[src/rtl/time_disp_scan_if.sv]
// Bus between the clock counters/testbench and the time display scanner:
// binary time in, multiplexed 7-segment drive and commit pulse out.
interface time_disp_scan_if #(
  parameter int P_SEC_BIT  = 6,
  parameter int P_MIN_BIT  = 6,
  parameter int P_HOUR_BIT = 5
);
  logic                  en;
  logic [P_SEC_BIT-1:0]  sec;
  logic [P_MIN_BIT-1:0]  min;
  logic [P_HOUR_BIT-1:0] hour;
  logic [5:0]            an;
  logic [6:0]            seg;
  logic                  dp;
  logic                  upd;

  modport master (output en, sec, min, hour, input an, seg, dp, upd);
  modport slave  (input en, sec, min, hour, output an, seg, dp, upd);
endinterface

[src/rtl/time_disp_scan.sv]
// Snapshots binary sec/min/hour, converts to BCD by repeated subtract-by-10,
// and scans six active-low 7-segment digits so a frame never shows torn time.
module time_disp_scan #(
  parameter int P_SEC_BIT  = 6,
  parameter int P_MIN_BIT  = 6,
  parameter int P_HOUR_BIT = 5,
  parameter int P_SCAN_DIV = 100000,
  parameter int P_SCAN_BIT = 17
) (
  input logic               clk,
  input logic               reset_all,
  time_disp_scan_if.slave   bus
);

  typedef enum logic [1:0] {IDLE, LOAD, CONV, COMMIT} state_t;

  state_t state, state_nx;

  logic [P_SCAN_BIT-1:0] scan_cnt;
  logic [2:0]            digit_idx;
  logic                  first_snap;
  logic                  scan_wrap, frame_wrap, trigger;

  logic [P_SEC_BIT-1:0]  rem_sec,  rem_sec_nx;
  logic [P_MIN_BIT-1:0]  rem_min,  rem_min_nx;
  logic [P_HOUR_BIT-1:0] rem_hour, rem_hour_nx;
  logic                  sec_step, min_step, hour_step, conv_done;
  logic [3:0]            tens_sec, tens_min, tens_hour;

  logic [3:0] disp_sec_ones, disp_sec_tens;
  logic [3:0] disp_min_ones, disp_min_tens;
  logic [3:0] disp_hour_ones, disp_hour_tens;
  logic [3:0] cur_digit;

  logic [5:0] an_r;
  logic [6:0] seg_r;
  logic       dp_r;
  logic       upd_c;

  function automatic logic [6:0] seg_decode(input logic [3:0] d);
    case (d)
      4'd0:    seg_decode = 7'h40;
      4'd1:    seg_decode = 7'h79;
      4'd2:    seg_decode = 7'h24;
      4'd3:    seg_decode = 7'h30;
      4'd4:    seg_decode = 7'h19;
      4'd5:    seg_decode = 7'h12;
      4'd6:    seg_decode = 7'h02;
      4'd7:    seg_decode = 7'h78;
      4'd8:    seg_decode = 7'h00;
      4'd9:    seg_decode = 7'h10;
      default: seg_decode = 7'h7F;
    endcase
  endfunction

  assign scan_wrap  = bus.en && (scan_cnt == P_SCAN_BIT'(P_SCAN_DIV - 1));
  assign frame_wrap = scan_wrap && (digit_idx == 3'd5);
  assign trigger    = bus.en && (first_snap || frame_wrap);

  // Scan position only moves while enabled, so re-enable resumes mid-digit.
  always_ff @(posedge clk) begin
    if (reset_all) begin
      scan_cnt   <= '0;
      digit_idx  <= 3'd0;
      first_snap <= 1'b1;
    end else if (bus.en) begin
      first_snap <= 1'b0;
      if (scan_wrap) begin
        scan_cnt  <= '0;
        digit_idx <= (digit_idx == 3'd5) ? 3'd0 : digit_idx + 3'd1;
      end else begin
        scan_cnt <= scan_cnt + P_SCAN_BIT'(1);
      end
    end
  end

  // Exit is judged on post-step remainders so no idle CONV cycle is wasted.
  always_comb begin
    sec_step    = rem_sec  >= P_SEC_BIT'(10);
    min_step    = rem_min  >= P_MIN_BIT'(10);
    hour_step   = rem_hour >= P_HOUR_BIT'(10);
    rem_sec_nx  = sec_step  ? rem_sec  - P_SEC_BIT'(10)  : rem_sec;
    rem_min_nx  = min_step  ? rem_min  - P_MIN_BIT'(10)  : rem_min;
    rem_hour_nx = hour_step ? rem_hour - P_HOUR_BIT'(10) : rem_hour;
    conv_done   = (rem_sec_nx  < P_SEC_BIT'(10)) &&
                  (rem_min_nx  < P_MIN_BIT'(10)) &&
                  (rem_hour_nx < P_HOUR_BIT'(10));
  end

  always_ff @(posedge clk) begin
    if (reset_all) state <= IDLE;
    else           state <= state_nx;
  end

  always_comb begin
    state_nx = state;
    upd_c    = 1'b0;
    case (state)
      IDLE:   if (trigger) state_nx = LOAD;
      LOAD:   state_nx = CONV;
      CONV:   if (conv_done) state_nx = COMMIT;
      COMMIT: begin
        upd_c    = 1'b1;
        state_nx = IDLE;
      end
      default: state_nx = IDLE;
    endcase
  end

  always_ff @(posedge clk) begin
    if (reset_all) begin
      rem_sec        <= '0;
      rem_min        <= '0;
      rem_hour       <= '0;
      tens_sec       <= 4'd0;
      tens_min       <= 4'd0;
      tens_hour      <= 4'd0;
      disp_sec_ones  <= 4'd0;
      disp_sec_tens  <= 4'd0;
      disp_min_ones  <= 4'd0;
      disp_min_tens  <= 4'd0;
      disp_hour_ones <= 4'd0;
      disp_hour_tens <= 4'd0;
    end else begin
      case (state)
        LOAD: begin
          rem_sec   <= bus.sec;
          rem_min   <= bus.min;
          rem_hour  <= bus.hour;
          tens_sec  <= 4'd0;
          tens_min  <= 4'd0;
          tens_hour <= 4'd0;
        end
        CONV: begin
          rem_sec  <= rem_sec_nx;
          rem_min  <= rem_min_nx;
          rem_hour <= rem_hour_nx;
          if (sec_step)  tens_sec  <= tens_sec  + 4'd1;
          if (min_step)  tens_min  <= tens_min  + 4'd1;
          if (hour_step) tens_hour <= tens_hour + 4'd1;
        end
        COMMIT: begin
          disp_sec_ones  <= 4'(rem_sec);
          disp_sec_tens  <= tens_sec;
          disp_min_ones  <= 4'(rem_min);
          disp_min_tens  <= tens_min;
          disp_hour_ones <= 4'(rem_hour);
          disp_hour_tens <= tens_hour;
        end
        default: ;
      endcase
    end
  end

  always_comb begin
    cur_digit = 4'd0;
    case (digit_idx)
      3'd0:    cur_digit = disp_sec_ones;
      3'd1:    cur_digit = disp_sec_tens;
      3'd2:    cur_digit = disp_min_ones;
      3'd3:    cur_digit = disp_min_tens;
      3'd4:    cur_digit = disp_hour_ones;
      3'd5:    cur_digit = disp_hour_tens;
      default: cur_digit = 4'd0;
    endcase
  end

  // Colon blinks off the committed seconds parity (ones digit carries sec[0]).
  always_ff @(posedge clk) begin
    if (reset_all || !bus.en) begin
      an_r  <= 6'b111111;
      seg_r <= 7'h7F;
      dp_r  <= 1'b1;
    end else begin
      an_r  <= ~(6'b000001 << digit_idx);
      seg_r <= seg_decode(cur_digit);
      dp_r  <= ~(((digit_idx == 3'd2) || (digit_idx == 3'd4)) && !disp_sec_ones[0]);
    end
  end

  assign bus.an  = an_r;
  assign bus.seg = seg_r;
  assign bus.dp  = dp_r;
  assign bus.upd = upd_c;

endmodule

[src/flat_wrapper.sv]
// flat-port wrapper written by rule: the top's interface ports become plain ports
module time_disp_scan_flat 
#(
  parameter int P_SEC_BIT  = 6,
  parameter int P_MIN_BIT  = 6,
  parameter int P_HOUR_BIT = 5,
  parameter int P_SCAN_DIV = 100000,
  parameter int P_SCAN_BIT = 17
)
  (clk, reset_all, bus_en, bus_sec, bus_min, bus_hour, bus_an, bus_seg, bus_dp, bus_upd);
  time_disp_scan_if #(.P_SEC_BIT(P_SEC_BIT), .P_MIN_BIT(P_MIN_BIT), .P_HOUR_BIT(P_HOUR_BIT)) bus_i ();
  input logic clk;
  input logic reset_all;
  input wire logic [$bits(bus_i.en)-1:0] bus_en;
  input wire logic [$bits(bus_i.sec)-1:0] bus_sec;
  input wire logic [$bits(bus_i.min)-1:0] bus_min;
  input wire logic [$bits(bus_i.hour)-1:0] bus_hour;
  output wire logic [$bits(bus_i.an)-1:0] bus_an;
  output wire logic [$bits(bus_i.seg)-1:0] bus_seg;
  output wire logic [$bits(bus_i.dp)-1:0] bus_dp;
  output wire logic [$bits(bus_i.upd)-1:0] bus_upd;
  assign bus_i.en = bus_en;
  assign bus_i.sec = bus_sec;
  assign bus_i.min = bus_min;
  assign bus_i.hour = bus_hour;
  assign bus_an = bus_i.an;
  assign bus_seg = bus_i.seg;
  assign bus_dp = bus_i.dp;
  assign bus_upd = bus_i.upd;
  time_disp_scan #(.P_SEC_BIT(P_SEC_BIT), .P_MIN_BIT(P_MIN_BIT), .P_HOUR_BIT(P_HOUR_BIT), .P_SCAN_DIV(P_SCAN_DIV), .P_SCAN_BIT(P_SCAN_BIT)) u_core (.clk(clk), .reset_all(reset_all), .bus(bus_i));
endmodule
[config.mk]
export PLATFORM = sky130hd
export DESIGN_NAME = time_disp_scan_flat
export DESIGN_NICKNAME = d
export VERILOG_FILES = /design/src/rtl/time_disp_scan_if.sv /design/src/rtl/time_disp_scan.sv /design/src/flat_wrapper.sv
export SDC_FILE = /design/constraint.sdc
export NUM_CORES = 1
export LEC_CHECK = 0
export CORE_ASPECT_RATIO = 0.7
export CORE_MARGIN = 2
export CORE_UTILIZATION = 60
export CTS_BUF_LIST = sky130_fd_sc_hd__clkbuf_8
export CTS_CLUSTER_DIAMETER = 200
export DETAILED_ROUTE_END_ITERATION = 7
export PLACE_DENSITY = 0.82
export SLEW_MARGIN = 10
export SYNTH_ARGS = -nofsm -noshare
export SYNTH_HDL_FRONTEND = slang
export SYNTH_SLANG_ARGS = --single-unit
[constraint.sdc]
create_clock -name clk -period 2.7 [get_ports clk]
set_input_delay 0.675 -clock clk [delete_from_list [all_inputs] [get_ports clk]]
set_output_delay 0.675 -clock clk [all_outputs]
set_load 0.02 [all_outputs]
======== Word level (Yosys, flattened, before mapping) ========
Memory sizes are Yosys's and may differ from the RTL's. A register that Yosys moved wholly into a read port is not among the register bits.
Cells that the tools add are included.
operators by class
  $add $sub $neg .......................... 8
  order comparisons ....................... 6
  eq/ne operators ......................... 14
  shifts and indexed selects .............. 1
  multiplexer cells ....................... 19
  bitwise operators ....................... 2
  reductions and logical operators ........ 19
operator list
  operator               number
  $pmux 4 s2             3
  $pmux 4 s6             1
  $pmux 6 s2             2
  $add 17x1->17 const B  1
  $eq 17x17->1 const B   1
  $mux 17                1
  $add 4x1->4 const B    3
  $ge 6x4->1 const B     2
  $lt 6x4->1 const B     2
  $mux 4                 3
  $mux 6                 2
  $sub 6x4->6 const B    2
  $ne 2x1->1 const B     5
  $pmux 5 s2             1
  $reduce_and 2->1       5
  $pmux 2 s4             1
  $eq 3x2->1 const B     2
  $eq 3x3->1 const B     2
  $logic_and 1x1->1      6
  $not 6->6              1
  $shl 1x3->6 const A    1
  $ge 5x4->1 const B     1
  $lt 5x4->1 const B     1
  $mux 5                 1
  14 further kinds       19
word-level totals
  register bits after elaboration ......... 83
  memory bits (read-only) ................. 112
  bits of input ports ..................... 20
  output and inout port bits .............. 15
  logic and storage cells ................. 88
  memories ................................ 1
memories
  memory            depth  width  read ports  clocked after memory_dff  wr ports  RTL line              text
  (name not given)  16     7      1           1                         0         time_disp_scan.sv:41  case (d)

======== Depth between registers and ports, before layout ========
  depth after elaboration ................. 7
  mapped depth ............................ 11
  depth with buffers taken out ............ 9

======== Worst setup path after synthesis ========
Ideal clock, no wire load.
  path type ............................... reg-to-reg
  start ................................... register u_core.digit_idx[0]
  end ..................................... register u_core.seg_r[4], in the netlist u_core.bus.seg[4]
  library setup time ...................... 0.120 ns
  arrival ................................. 2.265 ns
  required time ........................... 2.580 ns
  slack ................................... 0.316 ns
  stages on the path, launching flop included .. 12
  buffers on the path ..................... 2
  period minus slack after synthesis ...... 2.384 ns
  cells stage by stage .................... dfxtp_1 -> buf_2 -> buf_1 -> and2_1 -> ha_1 -> and2_1 -> nor4_1 -> nor2_1 -> inv_1 -> ha_1 -> nand2_1 -> a211o_1
on the way
  cells in the longest elaborated chain, start to end .. 2
  elaborated cells on any way between the ends .. 7
  those cells by class .................... eq/ne: 5; mux: 1; reduce/logical: 1
RTL lines
  element                                   RTL line               text
  from (decl)                               time_disp_scan.sv:20   logic [2:0] digit_idx;
  from (signal assigned)                    time_disp_scan.sv:70   digit_idx <= (digit_idx == 3'd5) ? 3'd0 : digit_idx + 3'd1;
  $eq 3x3->1, or another cell as far along  time_disp_scan.sv:157  case (digit_idx)
  $pmux 4 s6 (*)                            time_disp_scan.sv:157
  to (decl)                                 time_disp_scan.sv:36   logic [6:0] seg_r;
Every way passes the cells marked *; elsewhere a longest branch is shown, timed or not.
A chain may end at the register's enable or synchronous reset.

======== Final worst setup path ========
  start ................................... register u_core.digit_idx[2]
  end ..................................... register u_core.seg_r[4], in the netlist u_core.bus.seg[4]
Same word-level chain as after synthesis.

==> results.ini <==
[run]
maxCapViolCount = 0

[power_and_ir_drop]
switchingPower_mw = 1.42
ir_worst_vdd_mv = 0.384
switching_share_pct = 36.9
power_density_nw_per_um2 = 745
leakage_nw = 1.85
seqPwrFrac_pct = 43.1
pwr-share-clk_pct = 24.6
combPwrFrac_pct = 32.4
p_int_mw = 2.43

[hold_path]
min_from = u_core.first_snap$_SDFFE_PP1P_
min_delay_path_depth = 1
hold_class = reg2reg
min_to = u_core.first_snap$_SDFFE_PP1P_

[setup_path]
path_class = reg2reg
r2r_cells = 9
cp.required_ns = 2.96
cp.arrival_ns = 2.58
slowest_delay_ns = 0.45
end_kind = flip-flop
crit_path_top_delay_cell = nor4_1
crit_buf_inv = 2
r2r_slack_ns = 0.38
r2r_start = u_core.digit_idx[2]$_SDFFE_PP0P_
worstReg2RegEnd = u_core.bus.seg[4]$_SDFF_PP1_
critPathLaunchType = flip-flop
crit_family = simple AND/OR/NAND/NOR gates
critPathMaxFanout = 6
path_cells = inv_1, ha_1, and2_1, nor4_1, nor2_1, inv_1, ha_1, nand2_1, a211o_1

[clock_tree]
clk_path_buf_depth = 2
cts_resized = 0
post-cts-setup-buffer-count = 0
cts_tree = built
path_clk_slew_ns = 0.09
clkLatencyLatePin_ns = 0.36
ctsHoldBuffers = 0
cts_buffers = 9
clock_sinks = 90
cts-root-buf = clkbuf_8
htreeDepth = 3

[detailed_routing]
wl_per_cell_um = 15.2
post-route-drc-count = 0
vias = 3968
via_per_inst = 5.94
drt_wl_total_um = 10200
drt_iter0_drc = 358
drtAntennaViolNets = 0
dr.pass1.iters = 5

[yosys]
synth_cells = 531
synth_area_leaders = dfxtp_1, mux2i_1, nor2_1, ha_1, o21ai_0
synth.distinct_cells = 60
avgSynthCellArea_um2 = 8.46
netlist_area_um2 = 4490
netlist.area_leader.share_pct = 40.1
synth_nets = 568
ys_seq_area_share_pct = 40.1
synth_edf_count = 0
yosys.area.top_type = dfxtp_1
ys_async_sr_fraction_pct = 0
ys.flop_type = dfxtp_1
ys_warn_count = 0
synth-seq-cells = 90

[final_layout]
drive_gt1_share_pct = 7.54
nets = 602
num_antenna_cells = 0
most-common-layout-cells = dfxtp_1, nor2_1, mux2i_1, nand2_1, clkdlybuf4s50_1
layout_commonest_cell = dfxtp_1
finish.utilization_pct = 70.8
area_growth_pct = 14.8

[placed_design]
routabilityCongestion = 0.908
hpwl_um = 7140
port_buffers = 34
dp_slack_ns = 0.159

[grt]
grt_max_degree = 63
grt_pass1_vias = 3566
grt_usage_pct = 25.4
antenna_found_initial = 0
grt_first_pass_wirelength_um = 16900
grt_overflow = 0

[timing]
layout_setup_ws_ns = 0.379
drv_slew = 0
tns_ns = 0
hold_viol = 0
hold_slack_ns = 0.484
period_minus_slack_ns = 2.32
relSlewSlack_pct = 49.4
rsz0062_at_grt = false
skew_ns = 0.0116
setup_viol = 0
worst_slew_pin_slew_ns = 0.759
finalCritPeriodShare_pct = 85.9
fmax_mhz = 431

[floorplanning]
start_util_pct = 61.7
rows = 26
fp.coreArea_um2 = 7290
die_x_um = 107
dieArea_um2 = 8210
die_y_um = 76.4
num_io_pins = 35

[run_status]
outcome = complete, no violations

how the worst max path moves through the flow:
stage / startpoint / to / slack (ns) / depth (start not counted)
floorplan: u_core.digit_idx[0]$_SDFFE_PP0P_ / u_core.bus.seg[4]$_SDFF_PP1_ / 0.32 / 11
global placement: bus_en / u_core.state[1]$_SDFFE_PP0P_ / 0.29 / 7
detailed placement: bus_en / u_core.state[1]$_SDFFE_PP0P_ / 0.16 / 7
CTS: u_core.digit_idx[2]$_SDFFE_PP0P_ / u_core.bus.seg[4]$_SDFF_PP1_ / 0.43 / 9
global route: u_core.digit_idx[2]$_SDFFE_PP0P_ / u_core.bus.seg[4]$_SDFF_PP1_ / 0.19 / 9
finish: u_core.digit_idx[2]$_SDFFE_PP0P_ / u_core.bus.seg[4]$_SDFF_PP1_ / 0.38 / 9
metal layers:
| layer | vias to the layer above | track usage (%) | wire length, um |
|---|---|---|---|
| met2 | 141 | 37.5 | 4420 |
| met1 | 1851 | 37.0 | 4980 |
| met4 | 0 | 7.31 | 154 |
| li1 | 1956 | - | - |
| met5 | - | 0 | 0 |
| met3 | 20 | 6.16 | 619 |
state kept, by name (all words and copies together) (netlist names):
name	cells
u_core.tens_min	4
u_core.bus.an	6
u_core.disp_min_ones	4
u_core.bus.dp	1
u_core.disp_sec_ones	4
u_core.scan_cnt	17
u_core.disp_min_tens	4
u_core.digit_idx	3
u_core.disp_hour_ones	4
u_core.rem_min	6
u_core.disp_sec_tens	4
u_core.disp_hour_tens	4
u_core.rem_sec	6
u_core.bus.seg	7
u_core.tens_sec	4
u_core.first_snap	1
u_core.tens_hour	4
u_core.rem_hour	5
u_core.state	2
power by group through the flow:
stage	logic (mW)	registers, mW	clock network [mW]
floorplan	0.964	1.59	0
global placement	1.18	1.67	0
detailed placement	1.22	1.68	0
CTS	1.23	1.65	0.956
global route	1.37	1.68	1.01
finish	1.24	1.66	0.945
cell type report:
cell class,instances,area [um2]
timing repair buffer,51,463
clock buffer,10,138
clock inverter,6,66.3
multi-input combinational,394,2500
tap,98,123
inverter,19,71.3
fill,576,2130
sequential,90,1800
cell families after synthesis:
family | share of synthesized area [%]
adder cells (fa/ha/maj) | 4.73
flip-flops | 40.1
AO/OA/AOI/OAI | 16.8
multiplexers | 8.33
AND/OR/NAND/NOR | 22.4
XOR/XNOR | 3.31
buffers and inverters | 4.34
worst register-to-register path, stage by stage (launching register included):
cell and delay (ns):
dfxtp_1 0.34, inv_1 0.11, ha_1 0.29, and2_1 0.20, nor4_1 0.45, nor2_1 0.15
inv_1 0.14, ha_1 0.19, nand2_1 0.05, a211o_1 0.30
cell usage after synthesis (9+ instances only):
| cell | n |
|---|---|
| xor2_1 | 12 |
| nor2b_1 | 13 |
| a21oi_1 | 28 |
| nand2_1 | 34 |
| dfxtp_1 | 90 |
| nor3_1 | 9 |
| ha_1 | 17 |
| o21ai_0 | 30 |
| nand3_1 | 19 |
| nor2_1 | 85 |
| inv_1 | 18 |
| mux2i_1 | 34 |
| buf_2 | 9 |
| clkbuf_1 | 12 |
stage by stage:
step / instances / total power [mW] / instance area [um2]
after floorplan: 531 / 2.56 / 4490
after global placement: 652 / 2.85 / 4950
after detailed placement: 652 / 2.90 / 4950
after CTS: 668 / 3.83 / 5160
after global routing: 668 / 4.06 / 5160
final: 668 / 3.84 / 5160
No activity file was read; power rests on OpenSTA's default activity.
